==> config.mk <==
export PLATFORM = sky130hd
export DESIGN_NAME = dmem_dual_port_ctrl_flat
export DESIGN_NICKNAME = d
export VERILOG_FILES = /design/src/rtl/dmem_dual_port_ctrl_if.sv /design/src/rtl/dmem_dual_port_ctrl.sv /design/src/flat_wrapper.sv
export SDC_FILE = /design/constraint.sdc
export NUM_CORES = 1
export LEC_CHECK = 0
export ABC_AREA = 1
export CORE_AREA = 2 2 265 267
export CTS_BUF_LIST = sky130_fd_sc_hd__clkbuf_4
export DETAILED_ROUTE_END_ITERATION = 16
export DIE_AREA = 0 0 267 269
export HOLD_SLACK_MARGIN = 0.02
export PLACE_DENSITY = 0.38
export SYNTH_ARGS = -nofsm -noshare
export SYNTH_HDL_FRONTEND = slang
export SYNTH_SLANG_ARGS = --single-unit
==> constraint.sdc <==
create_clock -name clk_i -period 1.83 [get_ports clk_i]
set_clock_uncertainty 0.15 [all_clocks]
set_input_delay 0.2745 -clock clk_i [delete_from_list [all_inputs] [get_ports clk_i]]
set_output_delay 0.2745 -clock clk_i [all_outputs]
set_load 0.005 [all_outputs]
==> src/rtl/dmem_dual_port_ctrl_if.sv <==
// Core-side request/response bus of the shared data-memory controller.
//   master : the requesting cores (drive req_*, observe ack/resp)
//   slave  : dmem_dual_port_ctrl
// Per-core fields are packed; core i lives at [32i+:32] / [4i+:4] / [i].
interface dmem_dual_port_ctrl_if #(
  parameter int NCORES     = 4,
  parameter int ADDR_WIDTH = 32
);
  logic [NCORES-1:0]            req_valid;
  logic [NCORES*ADDR_WIDTH-1:0] req_addr_packed;
  logic [NCORES*4-1:0]          req_wstrb_packed;
  logic [NCORES*32-1:0]         req_wdata_packed;
  logic [NCORES-1:0]            req_ack;
  logic [NCORES-1:0]            resp_valid;
  logic [NCORES*32-1:0]         resp_rdata_packed;

  modport master (
    output req_valid, req_addr_packed, req_wstrb_packed, req_wdata_packed,
    input  req_ack, resp_valid, resp_rdata_packed
  );

  modport slave (
    input  req_valid, req_addr_packed, req_wstrb_packed, req_wdata_packed,
    output req_ack, resp_valid, resp_rdata_packed
  );
endinterface

==> src/rtl/dmem_dual_port_ctrl.sv <==
// dmem_dual_port_ctrl
//   Sits behind dual_issue_arbiter. Owns the round-robin pointer, steers the
//   two arbiter grants onto the A/B ports of a true-dual-port BRAM, acks the
//   granted cores in the same cycle and returns read data one cycle later.
// Ports
//   clk_i, rst_ni             clock, async active-low reset
//   core                      per-core request/response bus (slave modport)
//   arb_rr_ptr_o              round-robin pointer to the arbiter
//   arb_valid/sel_{a,b}_i     grants from the arbiter
//   mem_{en,we,addr,wdata}_*  BRAM port controls, mem_rdata_*_i read data
//   perf_*_o                  event counters
// Optional feature: define DMEM_PERF_CNT_EN to build the saturating perf
// counters; otherwise perf_* are tied to 0 and no counter flops exist.
module dmem_dual_port_ctrl #(
  parameter int NCORES     = 4,
  parameter int ADDR_WIDTH = 32,
  parameter int DATA_WIDTH = 32,
  parameter int DMEM_WORDS = 4096,
  localparam int PW = $clog2(NCORES),
  localparam int AW = $clog2(DMEM_WORDS)
) (
  input  logic                  clk_i,
  input  logic                  rst_ni,
  dmem_dual_port_ctrl_if.slave  core,
  output logic [PW-1:0]         arb_rr_ptr_o,
  input  logic                  arb_valid_a_i,
  input  logic                  arb_valid_b_i,
  input  logic [PW-1:0]         arb_sel_a_i,
  input  logic [PW-1:0]         arb_sel_b_i,
  output logic                  mem_en_a_o,
  output logic                  mem_en_b_o,
  output logic [3:0]            mem_we_a_o,
  output logic [3:0]            mem_we_b_o,
  output logic [AW-1:0]         mem_addr_a_o,
  output logic [AW-1:0]         mem_addr_b_o,
  output logic [DATA_WIDTH-1:0] mem_wdata_a_o,
  output logic [DATA_WIDTH-1:0] mem_wdata_b_o,
  input  logic [DATA_WIDTH-1:0] mem_rdata_a_i,
  input  logic [DATA_WIDTH-1:0] mem_rdata_b_i,
  output logic [31:0]           perf_dual_o,
  output logic [31:0]           perf_single_o,
  output logic [31:0]           perf_conflict_o
);
  // Lanes are padded to a power of two so an out-of-range select from the
  // arbiter lands on an always-idle lane instead of indexing past the array.
  localparam int NP = 1 << PW;

  logic [NP-1:0]         req_v;
  logic [AW-1:0]         waddr_u [NP];
  logic [3:0]            wstrb_u [NP];
  logic [DATA_WIDTH-1:0] wdata_u [NP];
  logic                  unused_addr_bits;

  assign req_v = NP'(core.req_valid);
  // Byte-offset and bits above the BRAM depth are deliberately dropped (aliasing).
  assign unused_addr_bits = ^core.req_addr_packed;

  for (genvar i = 0; i < NP; i++) begin : g_lane
    if (i < NCORES) begin : g_real
      assign waddr_u[i] = core.req_addr_packed[i*ADDR_WIDTH+2 +: AW];
      assign wstrb_u[i] = core.req_wstrb_packed[i*4 +: 4];
      assign wdata_u[i] = core.req_wdata_packed[i*32 +: 32];
    end else begin : g_pad
      assign waddr_u[i] = '0;
      assign wstrb_u[i] = '0;
      assign wdata_u[i] = '0;
    end
  end

  // A grant only takes effect for a core that is actually requesting; B is
  // dropped if the arbiter ever hands it the same core as A.
  logic gnt_a, gnt_b;
  assign gnt_a = arb_valid_a_i && req_v[arb_sel_a_i];
  assign gnt_b = arb_valid_b_i && req_v[arb_sel_b_i] &&
                 !(arb_valid_a_i && (arb_sel_b_i == arb_sel_a_i));

  logic [NP-1:0] ack;
  always_comb begin
    ack = '0;
    if (gnt_a) ack[arb_sel_a_i] = 1'b1;
    if (gnt_b) ack[arb_sel_b_i] = 1'b1;
  end
  assign core.req_ack = ack[NCORES-1:0];

  assign mem_en_a_o    = gnt_a;
  assign mem_we_a_o    = gnt_a ? wstrb_u[arb_sel_a_i] : '0;
  assign mem_addr_a_o  = gnt_a ? waddr_u[arb_sel_a_i] : '0;
  assign mem_wdata_a_o = gnt_a ? wdata_u[arb_sel_a_i] : '0;
  assign mem_en_b_o    = gnt_b;
  assign mem_we_b_o    = gnt_b ? wstrb_u[arb_sel_b_i] : '0;
  assign mem_addr_b_o  = gnt_b ? waddr_u[arb_sel_b_i] : '0;
  assign mem_wdata_b_o = gnt_b ? wdata_u[arb_sel_b_i] : '0;

  // Read tags: one per BRAM port; the port is implied by which tag it is.
  logic          tag_vld_a, tag_vld_b;
  logic [PW-1:0] tag_core_a, tag_core_b, rr_ptr;

  function automatic logic [PW-1:0] rr_next(input logic [PW-1:0] s);
    return (s == PW'(NCORES - 1)) ? '0 : s + 1'b1;
  endfunction

  always_ff @(posedge clk_i or negedge rst_ni) begin
    if (!rst_ni) begin
      tag_vld_a  <= 1'b0;
      tag_vld_b  <= 1'b0;
      tag_core_a <= '0;
      tag_core_b <= '0;
      rr_ptr     <= '0;
    end else begin
      tag_vld_a  <= gnt_a && (wstrb_u[arb_sel_a_i] == 4'b0);
      tag_vld_b  <= gnt_b && (wstrb_u[arb_sel_b_i] == 4'b0);
      tag_core_a <= arb_sel_a_i;
      tag_core_b <= arb_sel_b_i;
      if (arb_valid_b_i)      rr_ptr <= rr_next(arb_sel_b_i);
      else if (arb_valid_a_i) rr_ptr <= rr_next(arb_sel_a_i);
    end
  end
  assign arb_rr_ptr_o = rr_ptr;

  logic [NP-1:0]        resp_v;
  logic [NCORES*32-1:0] resp_rd;
  always_comb begin
    resp_v  = '0;
    resp_rd = '0;
    for (int i = 0; i < NCORES; i++) begin
      if (tag_vld_a && (tag_core_a == PW'(i))) begin
        resp_v[i]          = 1'b1;
        resp_rd[i*32 +: 32] = mem_rdata_a_i;
      end
      if (tag_vld_b && (tag_core_b == PW'(i))) begin
        resp_v[i]          = 1'b1;
        resp_rd[i*32 +: 32] = mem_rdata_b_i;
      end
    end
  end
  assign core.resp_valid        = resp_v[NCORES-1:0];
  assign core.resp_rdata_packed = resp_rd;

`ifdef DMEM_PERF_CNT_EN
  logic [31:0] cnt_dual, cnt_single, cnt_conflict;
  logic        conflict;
  assign conflict = ($countones(core.req_valid) >= 2) && !arb_valid_b_i;

  always_ff @(posedge clk_i or negedge rst_ni) begin
    if (!rst_ni) begin
      cnt_dual     <= '0;
      cnt_single   <= '0;
      cnt_conflict <= '0;
    end else begin
      if (gnt_a && gnt_b && (cnt_dual != '1))    cnt_dual     <= cnt_dual + 1'b1;
      if (gnt_a && !gnt_b && (cnt_single != '1)) cnt_single   <= cnt_single + 1'b1;
      if (conflict && (cnt_conflict != '1))      cnt_conflict <= cnt_conflict + 1'b1;
    end
  end
  assign perf_dual_o     = cnt_dual;
  assign perf_single_o   = cnt_single;
  assign perf_conflict_o = cnt_conflict;
`else
  assign perf_dual_o     = '0;
  assign perf_single_o   = '0;
  assign perf_conflict_o = '0;
`endif
endmodule
==> src/flat_wrapper.sv <==
// flat-port wrapper written by rule: the top's interface ports become plain ports
module dmem_dual_port_ctrl_flat 
#(
  parameter int NCORES     = 4,
  parameter int ADDR_WIDTH = 32,
  parameter int DATA_WIDTH = 32,
  parameter int DMEM_WORDS = 4096,
  localparam int PW = $clog2(NCORES),
  localparam int AW = $clog2(DMEM_WORDS)
)
  (clk_i, rst_ni, arb_rr_ptr_o, arb_valid_a_i, arb_valid_b_i, arb_sel_a_i, arb_sel_b_i, mem_en_a_o, mem_en_b_o, mem_we_a_o, mem_we_b_o, mem_addr_a_o, mem_addr_b_o, mem_wdata_a_o, mem_wdata_b_o, mem_rdata_a_i, mem_rdata_b_i, perf_dual_o, perf_single_o, perf_conflict_o, core_req_valid, core_req_addr_packed, core_req_wstrb_packed, core_req_wdata_packed, core_req_ack, core_resp_valid, core_resp_rdata_packed);
  dmem_dual_port_ctrl_if #(.NCORES(NCORES), .ADDR_WIDTH(ADDR_WIDTH)) core_i ();
  input  logic clk_i;
  input  logic rst_ni;
  output logic [PW-1:0] arb_rr_ptr_o;
  input  logic arb_valid_a_i;
  input  logic arb_valid_b_i;
  input  logic [PW-1:0] arb_sel_a_i;
  input  logic [PW-1:0] arb_sel_b_i;
  output logic mem_en_a_o;
  output logic mem_en_b_o;
  output logic [3:0] mem_we_a_o;
  output logic [3:0] mem_we_b_o;
  output logic [AW-1:0] mem_addr_a_o;
  output logic [AW-1:0] mem_addr_b_o;
  output logic [DATA_WIDTH-1:0] mem_wdata_a_o;
  output logic [DATA_WIDTH-1:0] mem_wdata_b_o;
  input  logic [DATA_WIDTH-1:0] mem_rdata_a_i;
  input  logic [DATA_WIDTH-1:0] mem_rdata_b_i;
  output logic [31:0] perf_dual_o;
  output logic [31:0] perf_single_o;
  output logic [31:0] perf_conflict_o;
  input wire logic [$bits(core_i.req_valid)-1:0] core_req_valid;
  input wire logic [$bits(core_i.req_addr_packed)-1:0] core_req_addr_packed;
  input wire logic [$bits(core_i.req_wstrb_packed)-1:0] core_req_wstrb_packed;
  input wire logic [$bits(core_i.req_wdata_packed)-1:0] core_req_wdata_packed;
  output wire logic [$bits(core_i.req_ack)-1:0] core_req_ack;
  output wire logic [$bits(core_i.resp_valid)-1:0] core_resp_valid;
  output wire logic [$bits(core_i.resp_rdata_packed)-1:0] core_resp_rdata_packed;
  assign core_i.req_valid = core_req_valid;
  assign core_i.req_addr_packed = core_req_addr_packed;
  assign core_i.req_wstrb_packed = core_req_wstrb_packed;
  assign core_i.req_wdata_packed = core_req_wdata_packed;
  assign core_req_ack = core_i.req_ack;
  assign core_resp_valid = core_i.resp_valid;
  assign core_resp_rdata_packed = core_i.resp_rdata_packed;
  dmem_dual_port_ctrl #(.NCORES(NCORES), .ADDR_WIDTH(ADDR_WIDTH), .DATA_WIDTH(DATA_WIDTH), .DMEM_WORDS(DMEM_WORDS)) u_core (.clk_i(clk_i), .rst_ni(rst_ni), .core(core_i), .arb_rr_ptr_o(arb_rr_ptr_o), .arb_valid_a_i(arb_valid_a_i), .arb_valid_b_i(arb_valid_b_i), .arb_sel_a_i(arb_sel_a_i), .arb_sel_b_i(arb_sel_b_i), .mem_en_a_o(mem_en_a_o), .mem_en_b_o(mem_en_b_o), .mem_we_a_o(mem_we_a_o), .mem_we_b_o(mem_we_b_o), .mem_addr_a_o(mem_addr_a_o), .mem_addr_b_o(mem_addr_b_o), .mem_wdata_a_o(mem_wdata_a_o), .mem_wdata_b_o(mem_wdata_b_o), .mem_rdata_a_i(mem_rdata_a_i), .mem_rdata_b_i(mem_rdata_b_i), .perf_dual_o(perf_dual_o), .perf_single_o(perf_single_o), .perf_conflict_o(perf_conflict_o));
endmodule
==> results of run 1 <==
## state kept, by name, summed over array words and instances, names as in the netlist
signal and cells:
u_core.arb_rr_ptr_o 2, u_core.tag_vld_b 1, u_core.tag_core_a 2, u_core.tag_core_b 2, u_core.tag_vld_a 1
## metal layers
layer  share of wire  vias to the layer above
met5          0.0015                        -
met4           0.018                       14
met3           0.064                       62
met2            0.48                      504
met1            0.43                     5313
li1                -                     5264
## power by group through the flow
stage | logic [µW] | registers, µW | clock network [µW]
floorplan | 1050 | 196 | 0
global placement | 2500 | 199 | 0
detailed placement | 2500 | 200 | 0
CTS | 3150 | 197 | 183
global route | 3740 | 202 | 185
finish | 3470 | 200 | 163
## stage by stage
step,util,TNS (ns)
floorplan,-,0
global placement,0.182,-114.90
detailed placement,0.182,-116.24
CTS,0.211,-59.41
global route,0.233,-60.03
finish,0.233,-43.52
## cells in the mapped netlist, types with 2 or more instances
| library cell | number | area [µm²] |
|---|---|---|
| buf_1 | 7 | 26.3 |
| nor3_1 | 4 | 20.0 |
| buf_6 | 2 | 22.5 |
| a21oi_1 | 2 | 10.0 |
| inv_1 | 80 | 300 |
| nand2_2 | 2 | 12.5 |
| dfrtp_1 | 8 | 200 |
| o21ai_0 | 2 | 10.0 |
| o22ai_1 | 128 | 801 |
| buf_4 | 108 | 811 |
| nand3_1 | 202 | 1010 |
| buf_2 | 55 | 275 |
| nor2_1 | 110 | 413 |
| clkbuf_1 | 20 | 75.1 |
| ha_1 | 8 | 100 |
| o21ai_1 | 2 | 10.0 |
| inv_2 | 4 | 15.0 |
| nand2_1 | 514 | 1930 |
## kinds of logic after synthesis
family	Yosys count
compound gates	134
xor+xnor	1
fa+ha+maj	8
buf+inv	277
flops	8
other cells	1
simple gates	832
## final cells by class
cell class	count	area, µm²	share of cell area
repair buffers	762	7790	0.482
multi-input cells	1071	6590	0.407
well taps	940	1180	0.0727
inverters	85	378	0.0234
flip-flops and latches	8	204	0.0126
clock buffers	3	22.5	0.00139
diodes	5	12.5	0.000774
## worst max-delay path, stage by stage (launching register included)
cell,delay (ns)
dfrtp_2,0.44
inv_4,0.06
nor3_4,0.17
nand2_2,0.10
buf_12,0.14
buf_8,0.12
buf_12,0.13
buf_6,0.11
o22ai_2,0.07
buf_2,0.15
## what timing repair did
item | 4_1_cts | 5_1_grt
pin swaps | 31 | 66
gates cloned | 20 | 14
gates resized for setup | 1134 | 497
setup buffers | 102 | 48
setup endpoints to repair | 235 | 233
## final timing paths
check	to	slack (ns)	cells past startpoint
worst max-delay path	core_resp_rdata_packed[78]	-0.39	9
worst min-delay path	u_core.arb_rr_ptr_o[0]$_DFFE_PN0P_	0.18	1
worst max register to register	u_core.arb_rr_ptr_o[0]$_DFFE_PN0P_	0.99	2
worst min register to register	u_core.arb_rr_ptr_o[1]$_DFFE_PN0P_	0.45	2
max in group asynchronous	u_core.tag_vld_b$_DFF_PN0_	0.95	1
min in group clk_i	u_core.tag_core_a[1]$_DFF_PN0_	0.25	2
==> results.sh, run 1 <==
export IMPL_violations="setup timing"
export IMPL_h_tree_depth=1
export IMPL_nets=2287
export IMPL_pwr_share_comb=0.905
export IMPL_grt_busiest_layer="met2"
export IMPL_fill_cells=7745
export IMPL_synth_warning_count=0
export IMPL_rsz0062_at_grt="true"
export IMPL_mostFrequentLayoutCells="nand2_1, clkdlybuf4s50_1, buf_2"
export IMPL_rr_startpoint="u_core.arb_rr_ptr_o[0]$_DFFE_PN0P_"
export IMPL_grtUsageMet2=0.254
export IMPL_synth_top_family_by_area="simple AND/OR/NAND/NOR gates"
export IMPL_wl_per_cell_um=20.4
export IMPL_synth_cell_types=21
export IMPL_antenna_found_initial=14
export IMPL_slew_violations=0
export IMPL_ctsHoldBuffers=0
export IMPL_cp_required_ns=1.41
export IMPL_yosys_area_share_simple=0.559
export IMPL_synth_fa_ha_area_frac=0.0165
export IMPL_synth_area_um2=6060
export IMPL_p_switching_uw=1820
export IMPL_ir_drop_mv=0.136
export IMPL_status="finished, violations left"
export IMPL_synth_area_per_cell_um2=4.80
export IMPL_slew_headroom=0.650
export IMPL_cts_num_sinks=8
export IMPL_place_area_um2=12600
export IMPL_die_w_um=267
export IMPL_max_freq_ghz=0.451
export IMPL_start_util=0.0874
export IMPL_netlist_instances=1261
export IMPL_power_density_nw_per_um2=237
export IMPL_clock_path_buffers=2
export IMPL_crit_start="u_core.tag_core_a[1]$_DFF_PN0_"
export IMPL_end_kind="primary output"
export IMPL_grt_max_degree=30
export IMPL_portBuffers=503
export IMPL_cts_buffers=3
export IMPL_drtIter0Drc=652
export IMPL_tightest_slew_ns=0.524
export IMPL_seqPwrFrac=0.052
export IMPL_yosysSeqAreaShare=0.0330
export IMPL_final_common_cell="nand2_1"
export IMPL_synthMuxAreaShare=0
export IMPL_cp_arrival_ns=1.79
export IMPL_grt_pass1_wl_um=76500
export IMPL_start_kind="flop"
export IMPL_grt_use_met3=0.0273
export IMPL_cts_tree="done"
export IMPL_clock_root_buffer="clkbuf_4"
export IMPL_synth_edf_count=0
export IMPL_use_met1=0.188
export IMPL_io_pins=680
export IMPL_intPower_uw=2010
export IMPL_dp_cells=2720
export IMPL_maxCapViolations=0
export IMPL_die_h_um=269
export IMPL_hpwlAfterDp_um=39300
export IMPL_drc=0
export IMPL_critical_path_class="flop to primary output"
export IMPL_grt_ovfl_total=0
export IMPL_gp_congestion=0.891
export IMPL_synth_compound_area_frac=0.137
export IMPL_dieArea_um2=71800
export IMPL_clk_latency_ns=0.28
export IMPL_layout_drive_gt1_share=0.433
export IMPL_grt_pass1_vias=10600
export IMPL_p_leak_uw=0.00784
export IMPL_fin_cells=2874
export IMPL_design_core_area_um2=69300
export IMPL_drt_wl_total_um=58500
export IMPL_fin_area_um2=16200
export IMPL_ys_ff_latch=8
export IMPL_synthArstFlopShare=1.00
export IMPL_worst_hold_path_type="primary input to async pin"
export IMPL_first_pass_iters=4
export IMPL_fin_hold_ws_ns=0.181
export IMPL_vias_per_cell=3.88
export IMPL_clock_power_share=0.043
export IMPL_synthFlopType="dfrtp_1"
export IMPL_antenna_left=0
export IMPL_grt_util_all_layers=0.146
export IMPL_num_vias=11200
export IMPL_hold_viol=0
export IMPL_power_uw=3830
export IMPL_num_rows=97
export IMPL_finalCritPeriodShare=1.21
export IMPL_p_sw_frac=0.475
export IMPL_clk_pin_slew_ns=0.08
export IMPL_dp_slack_ns=-0.794
export IMPL_area_growth_pct=167
export IMPL_finalCriticalPeriod_ns=2.22
export IMPL_setup_viol=225
export IMPL_synth_xor_area_share=0.00145
export IMPL_fin_ws_ns=-0.388
export IMPL_critPathMaxFanout=5
(Power assumes the default switching activity.)
==> inputs of run 2 (changes only) <==
--- a/config.mk
+++ b/config.mk
@@ -10,6 +10,7 @@
 export CTS_BUF_LIST = sky130_fd_sc_hd__clkbuf_4
 export DETAILED_ROUTE_END_ITERATION = 16
 export DIE_AREA = 0 0 267 269
+export GPL_ROUTABILITY_DRIVEN = 0
 export HOLD_SLACK_MARGIN = 0.02
 export PLACE_DENSITY = 0.38
 export SYNTH_ARGS = -nofsm -noshare
==> results.sh, run 2 (synthesized netlist as in run 1, its figures left out) <==
export IMPL_r2r_cells=2
export IMPL_dieArea_um2=71800
export IMPL_ir_drop_mv=0.112
export IMPL_cts_tree="done"
export IMPL_dp_cells=2738
export IMPL_portBuffers=503
export IMPL_cp_arrival_ns=1.73
export IMPL_clk_pin_slew_ns=0.08
export IMPL_finalCriticalPeriod_ns=2.16
export IMPL_die_w_um=267
export IMPL_p_switching_uw=1810
export IMPL_finalCritPeriodShare=1.18
export IMPL_max_stage_delay_ns=0.42
export IMPL_start_kind="flop"
export IMPL_setup_tns_final_ns=-32.32
export IMPL_final_util=0.230
export IMPL_worstPathBufferInverterCount=4
export IMPL_grt_util_all_layers=0.145
export IMPL_design_core_area_um2=69300
export IMPL_antenna_left=0
export IMPL_rr_startpoint="u_core.arb_rr_ptr_o[1]$_DFFE_PN0P_"
export IMPL_rrSetupSlack_ns=1.00
export IMPL_layout_drive_gt1_share=0.415
export IMPL_cts_buffers=3
export IMPL_end_kind="primary output"
export IMPL_vias_per_cell=3.87
export IMPL_tightest_slew_ns=0.500
export IMPL_crit_cells=7
export IMPL_drtIter0Drc=600
export IMPL_power_density_nw_per_um2=235
export IMPL_io_pins=680
export IMPL_intPower_uw=1940
export IMPL_h_tree_depth=1
export IMPL_num_rows=97
export IMPL_clock_power_share=0.042
export IMPL_slew_headroom=0.665
export IMPL_cp_required_ns=1.41
export IMPL_violations="setup timing"
export IMPL_antenna_found_initial=9
export IMPL_crit_chain="buf_4 > nor3_4 > nand2_4 > buf_6 > buf_12 > o22ai_1 > buf_2"
export IMPL_fin_ws_ns=-0.328
export IMPL_clk_latency_ns=0.27
export IMPL_rsz0062_at_grt="true"
export IMPL_seqPwrFrac=0.052
export IMPL_fin_cells=2857
export IMPL_slew_violations=0
export IMPL_maxCapViolations=0
export IMPL_clock_path_buffers=2
export IMPL_wl_per_cell_um=20.7
export IMPL_worst_hold_path_type="primary input to async pin"
export IMPL_cts_num_sinks=8
export IMPL_setup_viol=198
export IMPL_drt_wl_total_um=59200
export IMPL_start_util=0.0874
export IMPL_first_pass_iters=7
export IMPL_dp_slack_ns=-0.880
export IMPL_hpwlAfterDp_um=39300
export IMPL_path_delay_family="buffers and inverters"
export IMPL_nets=2272
export IMPL_p_sw_frac=0.482
export IMPL_grt_pass1_wl_um=76700
export IMPL_pwr_share_comb=0.906
export IMPL_max_freq_ghz=0.463
export IMPL_mostFrequentLayoutCells="nand2_1, clkdlybuf4s50_1, buf_2"
export IMPL_num_vias=11000
export IMPL_final_common_cell="nand2_1"
export IMPL_drc=0
export IMPL_slowest_stage="dfrtp_1"
export IMPL_critical_path_class="flop to primary output"
export IMPL_hold_viol=0
export IMPL_grt_pass1_vias=11000
export IMPL_die_h_um=269
export IMPL_area_growth_pct=163
export IMPL_status="finished, violations left"
export IMPL_fin_hold_ws_ns=0.183
export IMPL_p_leak_uw=0.00771
export IMPL_grt_max_degree=47
export IMPL_clock_root_buffer="clkbuf_4"
export IMPL_grt_ovfl_total=0
export IMPL_critPathMaxFanout=8
export IMPL_r2r_end="u_core.arb_rr_ptr_o[1]$_DFFE_PN0P_"
## run 2: changes by cell type in the layout (fill, tap and decap cells not counted), moves of 5 or more
cell      change
buf_6        -18
nand2_2      -20
nand2_1      +22
nand3_2       -6
buf_4         +6
o22ai_4      +12
o22ai_2      -10
buf_8         -7
clkbuf_2      +5
nand3_1       +5
buf_2         -5
buf_12        +8
## run 2: routing by layer
layer  vias to the layer above  track usage  part of all wire
li1                       5238            -                 -
met1                      5260        0.175              0.42
met2                       486        0.262              0.50
met3                        53       0.0282             0.064
met4                        10       0.0340             0.013
met5                         -            0            0.0011
## run 2: cell type report
cell class	count	area, µm²
antenna	3	7.51
clock buffer	3	22.5
tap	940	1180
multi-input combinational	1071	6600
sequential	8	200
timing repair buffer	747	7570
fill	7732	53400
inverter	85	367
## run 2: power by group through the flow
stage / registers (µW) / logic, µW / clock network, µW
after detailed placement: 199 / 2510 / 0
after global routing: 198 / 3660 / 174
after global placement: 198 / 2520 / 0
after floorplan: 196 / 1050 / 0
final: 196 / 3390 / 157
after CTS: 196 / 3050 / 172
## run 2: worst max-delay path by stage
stage	from	end	slack (ns)
6_report	u_core.tag_core_a[1]$_DFF_PN0_	core_resp_rdata_packed[42]	-0.33
5_1_grt	u_core.tag_core_a[1]$_DFF_PN0_	core_resp_rdata_packed[10]	-0.38
4_1_cts	u_core.tag_core_a[0]$_DFF_PN0_	core_resp_rdata_packed[26]	-0.32
3_5_place_dp	core_req_valid[1]	mem_wdata_b_o[4]	-0.88
3_3_place_gp	core_req_valid[1]	mem_wdata_b_o[5]	-0.93
2_1_floorplan	arb_sel_a_i[0]	u_core.arb_rr_ptr_o[1]$_DFFE_PN0P_	0.27
## run 2: timing repair
item	CTS	global route
hold buffers	0	0
endpoints found under the hold margin	0	0
setup endpoints to repair	235	234
gates resized for setup	1344	260
gates cloned	23	15
pin swaps	39	51
buffers inserted	88	23
## run 2: stage by stage
step	cell area [µm²]	power, µW
global placement	12700	2720
finish	15900	3740
CTS	14600	3420
detailed placement	12700	2710
global route	15900	4030
floorplan	6410	1250
